<file path="config.mk">
export PLATFORM = sky130hd
export DESIGN_NAME = alu_seq
export DESIGN_NICKNAME = d
export VERILOG_FILES = /design/src/rtl/alu_seq.sv
export SDC_FILE = /design/constraint.sdc
export NUM_CORES = 1
export LEC_CHECK = 0
export ABC_AREA = 1
export BUFFER_PORTS_ARGS = -buffer_cell sky130_fd_sc_hd__buf_2
export CAP_MARGIN = 20
export CORE_AREA = 2 2 87 152
export CTS_CLUSTER_SIZE = 8
export DETAILED_ROUTE_END_ITERATION = 12
export DIE_AREA = 0 0 89 154
export PLACE_DENSITY = 0.65
export SLEW_MARGIN = 20
export SYNTH_ARGS = -nofsm -noshare
export SYNTH_HDL_FRONTEND = slang
export SYNTH_SLANG_ARGS = --single-unit
</file>
<file path="constraint.sdc">
create_clock -name clk -period 3.35 [get_ports clk]
set_input_delay 0.67 -clock clk [delete_from_list [all_inputs] [get_ports clk]]
set_output_delay 0.67 -clock clk [all_outputs]
set_load 0.005 [all_outputs]
</file>
<file path="src/rtl/alu_seq.sv">
`default_nettype none
// ============================================================================
//  Module   : alu_seq
//  Function : Sequential ALU. Single-cycle logic/arith/shift ops plus an
//             N-cycle shift-add multiplier, with registered result and flags.
//  Revision : 1.0  initial release
// ============================================================================
module alu_seq #(
    parameter int N = 8
) (
    input  logic         clk,
    input  logic         rst_n,
    input  logic         start,
    input  logic [3:0]   op,
    input  logic [N-1:0] a,
    input  logic [N-1:0] b,
    input  logic         cin,
    output logic         ready,
    output logic         done,
    output logic [N-1:0] result,
    output logic         neg,
    output logic         zero,
    output logic         cout,
    output logic         overflow
);
    localparam int c_cntWidth = $clog2(N);
    localparam logic [c_cntWidth-1:0] c_cntLast = c_cntWidth'(N - 1);
    localparam logic [N-1:0] c_nVal = N'(N);

    localparam logic [3:0] c_opAdd = 4'd0;
    localparam logic [3:0] c_opSub = 4'd1;
    localparam logic [3:0] c_opNot = 4'd2;
    localparam logic [3:0] c_opAnd = 4'd3;
    localparam logic [3:0] c_opOr  = 4'd4;
    localparam logic [3:0] c_opXor = 4'd5;
    localparam logic [3:0] c_opSrl = 4'd6;
    localparam logic [3:0] c_opSll = 4'd7;
    localparam logic [3:0] c_opSra = 4'd8;
    localparam logic [3:0] c_opSla = 4'd9;
    localparam logic [3:0] c_opMul = 4'd10;

    typedef enum logic [0:0] {
        IDLE = 1'b0,
        MUL  = 1'b1
    } state_t;

    state_t r_state;
    state_t w_stateNext;

    logic [2*N-1:0]        r_mcand;
    logic [N-1:0]          r_mplier;
    logic [2*N-1:0]        r_prod;
    logic [c_cntWidth-1:0] r_cnt;

    logic [N-1:0] r_result;
    logic         r_neg;
    logic         r_zero;
    logic         r_cout;
    logic         r_ovf;
    logic         r_done;

    logic           w_accept;
    logic           w_mulLast;
    logic           w_load;
    logic [2*N-1:0] w_prodNext;

    logic [N:0]   w_addSum;
    logic [N:0]   w_subSum;
    logic [N:0]   w_srlExt;
    logic [N:0]   w_sllExt;
    logic [N-1:0] w_sraRes;
    logic         w_slaOvf;

    logic [N-1:0] w_aluRes;
    logic         w_aluCout;
    logic         w_aluOvf;

    logic [N-1:0] w_finRes;
    logic         w_finCout;
    logic         w_finOvf;

    assign ready     = (r_state == IDLE);
    assign w_accept  = (r_state == IDLE) && start;
    assign w_mulLast = (r_state == MUL) && (r_cnt == c_cntLast);
    assign w_load    = (w_accept && (op != c_opMul)) || w_mulLast;

    // One partial product per cycle: multiplicand walks left, multiplier right.
    assign w_prodNext = r_prod + (r_mplier[0] ? r_mcand : '0);

    // ------------------------------------------------------------------------
    // State register and next-state logic
    // ------------------------------------------------------------------------
    always_ff @(posedge clk) begin
        if (!rst_n) begin
            r_state <= IDLE;
        end else begin
            r_state <= w_stateNext;
        end
    end

    always_comb begin
        w_stateNext = r_state;
        unique case (r_state)
            IDLE: begin
                if (start && (op == c_opMul)) begin
                    w_stateNext = MUL;
                end
            end
            MUL: begin
                if (r_cnt == c_cntLast) begin
                    w_stateNext = IDLE;
                end
            end
            default: w_stateNext = IDLE;
        endcase
    end

    // ------------------------------------------------------------------------
    // Single-cycle datapath
    // ------------------------------------------------------------------------
    assign w_addSum = {1'b0, a} + {1'b0, b} + {{N{1'b0}}, cin};
    assign w_subSum = {1'b0, a} + {1'b0, ~b} + {{N{1'b0}}, 1'b1};

    // Extra guard bit catches the last bit shifted out; it falls to zero
    // automatically once the shift amount exceeds N.
    assign w_srlExt = {a, 1'b0} >> b;
    assign w_sllExt = {1'b0, a} << b;
    assign w_sraRes = $unsigned($signed(a) >>> b);

    // Sign bit is disturbed if any bit passing through it differs from a[N-1];
    // for shifts of N or more, inserted zeros also pass through.
    always_comb begin
        w_slaOvf = 1'b0;
        for (int k = 1; k < N; k++) begin
            if ((b >= N'(k)) && (a[N-1-k] != a[N-1])) begin
                w_slaOvf = 1'b1;
            end
        end
        if ((b >= c_nVal) && a[N-1]) begin
            w_slaOvf = 1'b1;
        end
    end

    always_comb begin
        w_aluRes  = '0;
        w_aluCout = 1'b0;
        w_aluOvf  = 1'b0;
        case (op)
            c_opAdd: begin
                w_aluRes  = w_addSum[N-1:0];
                w_aluCout = w_addSum[N];
                w_aluOvf  = (a[N-1] == b[N-1]) && (w_addSum[N-1] != a[N-1]);
            end
            c_opSub: begin
                w_aluRes  = w_subSum[N-1:0];
                w_aluCout = w_subSum[N];
                w_aluOvf  = (a[N-1] != b[N-1]) && (w_subSum[N-1] != a[N-1]);
            end
            c_opNot: w_aluRes = ~a;
            c_opAnd: w_aluRes = a & b;
            c_opOr:  w_aluRes = a | b;
            c_opXor: w_aluRes = a ^ b;
            c_opSrl: begin
                w_aluRes  = w_srlExt[N:1];
                w_aluCout = w_srlExt[0];
            end
            c_opSra: begin
                w_aluRes  = w_sraRes;
                w_aluCout = w_srlExt[0];
            end
            c_opSll: begin
                w_aluRes  = w_sllExt[N-1:0];
                w_aluCout = w_sllExt[N];
            end
            c_opSla: begin
                w_aluRes  = w_sllExt[N-1:0];
                w_aluCout = w_sllExt[N];
                w_aluOvf  = w_slaOvf;
            end
            default: begin
                w_aluRes  = '0;
                w_aluCout = 1'b0;
                w_aluOvf  = 1'b0;
            end
        endcase
    end

    assign w_finRes  = (r_state == MUL) ? w_prodNext[N-1:0] : w_aluRes;
    assign w_finCout = (r_state == MUL) ? |w_prodNext[2*N-1:N] : w_aluCout;
    assign w_finOvf  = (r_state == MUL) ? 1'b0 : w_aluOvf;

    // ------------------------------------------------------------------------
    // Multiplier registers and output registers
    // ------------------------------------------------------------------------
    always_ff @(posedge clk) begin
        if (!rst_n) begin
            r_mcand  <= '0;
            r_mplier <= '0;
            r_prod   <= '0;
            r_cnt    <= '0;
            r_result <= '0;
            r_neg    <= 1'b0;
            r_zero   <= 1'b0;
            r_cout   <= 1'b0;
            r_ovf    <= 1'b0;
            r_done   <= 1'b0;
        end else begin
            r_done <= w_load;
            if (w_accept && (op == c_opMul)) begin
                r_mcand  <= {{N{1'b0}}, a};
                r_mplier <= b;
                r_prod   <= '0;
                r_cnt    <= '0;
            end else if (r_state == MUL) begin
                r_prod   <= w_prodNext;
                r_mcand  <= r_mcand << 1;
                r_mplier <= r_mplier >> 1;
                r_cnt    <= w_mulLast ? '0 : r_cnt + c_cntWidth'(1);
            end
            if (w_load) begin
                r_result <= w_finRes;
                r_neg    <= w_finRes[N-1];
                r_zero   <= (w_finRes == '0);
                r_cout   <= w_finCout;
                r_ovf    <= w_finOvf;
            end
        end
    end

    assign done     = r_done;
    assign result   = r_result;
    assign neg      = r_neg;
    assign zero     = r_zero;
    assign cout     = r_cout;
    assign overflow = r_ovf;

endmodule
`default_nettype wire

</file>
Word-level counts from Yosys, hierarchy flattened:

Cells that the tools add are included.

* muxes and demuxes: 23
* shift-type cells: 3
* eq/ne operators: 23
* magnitude comparators: 8
* add/subtract/negate cells: 6
* reduce and logical (&&, ||, !) cells: 23
* bitwise logic cells: 7

Operator list (number)
* 8-bit one-hot mux with 9 select lines: 1
* 8-bit 2-to-1 mux: 5
* 8-bit by 3-bit >= comparator with 1-bit output, second input constant: 4
* 8-bit by 8-bit adder with 9-bit output: 2
* 16-bit adder: 1
* 4-bit by 3-bit equality test with 1-bit output, second input constant: 4
* 8-bit by 2-bit >= comparator with 1-bit output, second input constant: 2
* 16-bit 2-to-1 mux: 1
* 8-bit NOT: 2
* 1-bit logical AND: 15
* 4-bit equality test, second input constant: 3
* 1-bit 2-to-1 mux: 12
* 1-bit != test: 10
* 9-bit by 1-bit adder with 9-bit output: 1
* 9-bit by 1-bit adder with 9-bit output, second input constant: 1
* 8-bit by 8-bit left shift with 9-bit output: 1
* 9-bit by 8-bit right shift with 9-bit output: 1
* 8-bit AND: 1
* 4-bit by 2-bit equality test with 1-bit output, second input constant: 2
* 8-bit by 1-bit >= comparator with 1-bit output, second input constant: 1
* 8-bit by 4-bit >= comparator with 1-bit output, second input constant: 1
* 8-bit logical NOT: 1
* 8-bit bitwise OR: 1
* 8-bit OR reduction: 1
* 16 further kinds: 19

* output and inout port bits: 14
* word-level logic and storage cells: 105
* bits of input ports: 24
* flip-flop bits (word level): 57

Longest topological paths before layout:

* depth in word-level cells: 12
* depth in mapped cells: 21
* depth with buffers taken out: 20

Worst setup path after synthesis:

No wires, ideal clock.

* path kind: in2reg
* start: input b[1]
* end: register r_zero, in the netlist zero
* path buffers: 2
* path slack: 0.673 ns
* setup time: 0.067 ns
* cell stages on the path: 18
* data required time: 3.283 ns
* data arrival time: 2.610 ns
* path through: clkbuf_2 > inv_1 > buf_2 > fa_1 > or2_0 > nand3_1 > nand3_1 > nor2_1 > nand2_1 > inv_1 > nand3_1 > nand2_1 > nand2_1 > nor2_1 > nand2_1 > nor2_1 > nand3_1 > a21oi_2

* longest elaborated chain between the ends: 6
* elaborated cells on any way between the ends: 14
* classes of those cells: add/sub: 4; shift: 3; mux: 2; bitwise: 4; reduce/logical: 1

RTL lines
* start: declaration: line 16 `input logic [N-1:0] b,`
* 8-bit NOT: line 122 `assign w_subSum = {1'b0, a} + {1'b0, ~b} + {{N{1'b0}}, 1'b1};`
* 8-bit by 8-bit adder with 9-bit output: line 122
* 9-bit by 1-bit adder with 9-bit output: line 122
* 8-bit one-hot mux with 9 select lines (*): line 148 `case (op)`
* 8-bit 2-to-1 mux (*): line 188 `assign w_finRes = (r_state == MUL) ? w_prodNext[N-1:0] : w_aluRes;`
* 8-bit logical NOT (*): line 223 `r_zero <= (w_finRes == '0);`
* end signal: assignment: line 223
* end: declaration: line 57 `logic r_zero;`

Every way passes the cells marked *; elsewhere a longest branch is shown, timed or not.
A chain may end at the register's enable or synchronous reset.

Worst setup path after layout:

* start: register r_mplier[0]
* end: register r_cout, in the netlist cout

* longest elaborated chain between the ends: 4

RTL lines
* start: declaration: line 51 `logic [N-1:0] r_mplier;`
* start signal: assignment: line 217 `r_mplier <= r_mplier >> 1;`
* 16-bit 2-to-1 mux: line 88 `assign w_prodNext = r_prod + (r_mplier[0] ? r_mcand : '0);`
* 16-bit adder: line 88
* 8-bit OR reduction: line 189 `assign w_finCout = (r_state == MUL) ? |w_prodNext[2*N-1:N] : w_aluCout;`
* 1-bit 2-to-1 mux: line 189
* end signal: assignment: line 224 `r_cout <= w_finCout;`
* end: declaration: line 58 `logic r_cout;`

Every way passes these cells.

==> summary.txt <==
Outcome
  – Status: finished, final reports clean

Placement
  – HPWL Detailed: 17.70 mm
  – RD Place Congestion: 1.039
  – # port buffers: 37

Detailed routing
  – Met2 routed WL: 11.56 mm
  – Met1 wire length: 7.229 mm
  – Vias: 6409
  – DRT Pass-1 Iters: 5
  – Total wire length: 21.84 mm
  – Vias/cell: 5.672
  – Top Layer Used: met4
  – Initial DRC count: 383
  – DR DRC count: 0
  – Antenna viol nets, final: 0
  – WL/cell: 19.33 µm
  – Metal3 WL: 841 µm

Setup path
  – Crit end category: flip-flop
  – Critical Path Max Stage Delay: 0.47 ns
  – Delay-heaviest family, CP: simple AND/OR/NAND/NOR gates
  – CP Cell Sequence: nand2_1 -> inv_1 -> ha_1 -> inv_1 -> fa_1 -> inv_1 -> nand3_1 -> nand2_1 -> a21boi_0 -> o21ai_0 -> nand2_1 -> nand3_1 -> nand3_1 -> nor2_1 -> nand4_1 -> nand2_1 -> nand3_1 -> nand2_1 -> inv_1
  – Arrival time worst endpoint: 3.08 ns
  – Crit path max fanout: 8
  – Slowest-stage cell, CP: dfxtp_1
  – Critical path type: reg -> reg
  – WP buf/inv: 4
  – Required time of the critical path: 3.55 ns
  – CP most frequent cell: nand2_1
  – CP Launch Type: flip-flop

STA
  – Clock Skew: 0.004390 ns
  – Fin crit share: 85.73%
  – Tmin final: 2.872 ns
  – Slew Limit Fails: 0
  – Max Freq: 0.3482 GHz
  – Endpoints failing hold: 0
  – RSZ-0062 raised after global routing: no
  – Worst-Margin Slew: 0.7104 ns
  – Slew margin rel.: 52.59%
  – Hold_ws: 0.4692 ns
  – TNS Setup: 0 ns
  – Endpoints failing setup: 0

Clock tree
  – Post-CTS Resized: 0
  – H-tree depth: 2
  – CTS tree: yes
  – CTS buffer count: 5
  – Hold Buf Count CTS: 0
  – TritonCTS Sinks: 56
  – Clock latency on the worst-skew pair: 0.30 ns
  – CTS Buffer Depth: 2
  – Clock root cell: clkbuf_16
  – Post-CTS setup buffers: 0
  – Reg clk slew, reported paths: 0.08 ns

Yosys
  – FF+latch count, synth: 56
  – Ys Warns: 0
  – Net Count, Synth: 987
  – Mapped Cells: 918
  – Post-synth EDFFs: 0
  – Cell Area, Synth: 5497 µm²
  – Post-synth top flop: dfxtp_1
  – Avg Inst Size Synth: 5.987 µm²
  – Yosys cell types: 42
  – Register area share after synthesis: 20.40%
  – Fraction of registers with async set/reset: 0%

Worst hold path
  – Hold Crit Class: reg -> reg

Global route
  – First-pass GRT wire length: 33.51 mm
  – Largest net degree at the start of global routing: 26
  – Global Route Usage Sum: 32.74%
  – Vias in the first global route: 6351
  – Total gr overflow: 0
  – Initial antenna violation count: 0

Power and ir drop
  – Reg power frac: 36.9%
  – Clk network pwr share: 36.7%
  – Switching Fraction: 32.32%
  – Sw power: 0.6068 mW
  – LEAKAGE: 3.153 nW
  – Logic pwr share: 26.3%
  – Worst IR drop on VDD: 0.1909 mV
  – Power density over cell area: 304.8 nW/µm²
  – Int Pwr: 1.271 mW

Layout
  – Most frequent cells in the layout: nand2_1, inv_1, nand3_1
  – Fin nets: 1030
  – Area growth, synth to finish: 12.09%
  – Fraction of layout cells with a size suffix above 1: 10.81%
  – Ant diodes: 0
  – Most common cell after layout, fill and taps aside: nand2_1
  – # fillers: 1401

Floorplan
  – FP Rows: 54
  – Core area: 12430 µm²
  – DIE AREA: 13710 µm²
  – Initial Utilization: 44.21%
  – Die height: 154 µm
  – Die Span X: 89 µm
  – Ports: 38

Job
  – Number of max-cap violations: 0
==> sequential cells by signal (all words and copies together) (netlist names) <==
signal / cells
result: 8
r_mcand: 16
cout: 1
zero: 1
r_mplier: 8
overflow: 1
r_prod: 16
done: 1
r_cnt: 3
r_state: 1
==> power by group through the flow <==
| stage | Combinational [mW] | Sequential, mW | Clock (mW) |
|---|---|---|---|
| global placement | 0.486 | 0.709 | 0 |
| detailed placement | 0.483 | 0.708 | 0 |
| floorplan | 0.305 | 0.706 | 0 |
| CTS | 0.485 | 0.693 | 0.704 |
| finish | 0.495 | 0.693 | 0.690 |
| global route | 0.544 | 0.695 | 0.722 |
==> worst register-to-register path, delay by kind of cell, from the launching register on <==
family	cells	cell delay, ns
flip-flops	1	0.47
AO/OA/AOI/OAI	2	0.44
adder cells (fa/ha/maj)	2	0.52
buffers and inverters	4	0.24
AND/OR/NAND/NOR	11	1.11
==> cells by family (layout without fill, tap and decap cells) <==
kind of cell / count (synthesis) / after routing / share of synthesized area (%)
AND/OR/NAND/NOR: 497 / 497 / 39.27
flip-flops: 56 / 56 / 20.40
AO/OA/AOI/OAI: 165 / 165 / 17.37
XOR/XNOR: 10 / 10 / 1.594
adder cells (fa/ha/maj): 45 / 45 / 10.79
buffers and inverters: 145 / 189 / 10.58
==> Yosys cell counts, types with 5 or more instances <==
master,instances,area share [%]
a21oi_1,71,6.5
a221oi_1,9,1.4
a31oi_1,7,0.80
buf_2,7,0.64
clkbuf_1,14,0.96
dfxtp_1,56,20
ha_1,41,9.3
inv_1,107,7.3
inv_2,5,0.34
nand2_1,258,18
nand3_1,100,9.1
nand3_2,8,1.5
nand4_1,15,1.7
nor2_1,93,6.4
o211ai_1,14,1.9
o21ai_0,42,3.8
or2_2,5,0.57
xor2_1,7,1.1
==> through the flow <==
step | utilization [%] | power, mW | cell area, µm² | setup WS, ns | cells
3_3_place_gp | 48.00 | 1.195 | 5967 | 0.3563 | 1122
3_5_place_dp | 48.00 | 1.191 | 5967 | 0.3354 | 1122
5_1_grt | 49.56 | 1.962 | 6161 | 0.1681 | 1130
4_1_cts | 49.56 | 1.881 | 6161 | 0.4887 | 1130
6_report | 49.56 | 1.878 | 6161 | 0.4780 | 1130
2_1_floorplan | - | 1.011 | 5497 | 0.6732 | 918
==> final cells by class <==
cell class / count / area (µm²) / share of cell area (%)
multi-input combinational: 717 / 3794 / 61.58
clock inverter: 3 / 68.82 / 1.117
inverter: 113 / 424.2 / 6.885
sequential: 56 / 1121 / 18.20
clock buffer: 5 / 125.1 / 2.031
timing repair buffer: 68 / 417.9 / 6.783
tap: 168 / 210.2 / 3.412
==> per-layer routing <==
layer	GRT usage [%]	up-vias
met4	27.79	0
li1	-	3109
met5	0	-
met1	30.94	2964
met2	59.70	232
met3	3.113	104
==> path summary, 6_finish.rpt <==
kind                                  start       end  slack, ns  depth (start not counted)
worst max-delay path            r_mplier[0]      cout       0.48                         19
worst min-delay path               r_cnt[1]  r_cnt[1]       0.47                          2
worst max register to register  r_mplier[0]      cout       0.48                         19
worst min register to register     r_cnt[1]  r_cnt[1]       0.47                          2
Note: power is estimated with default switching activity, not from simulation.
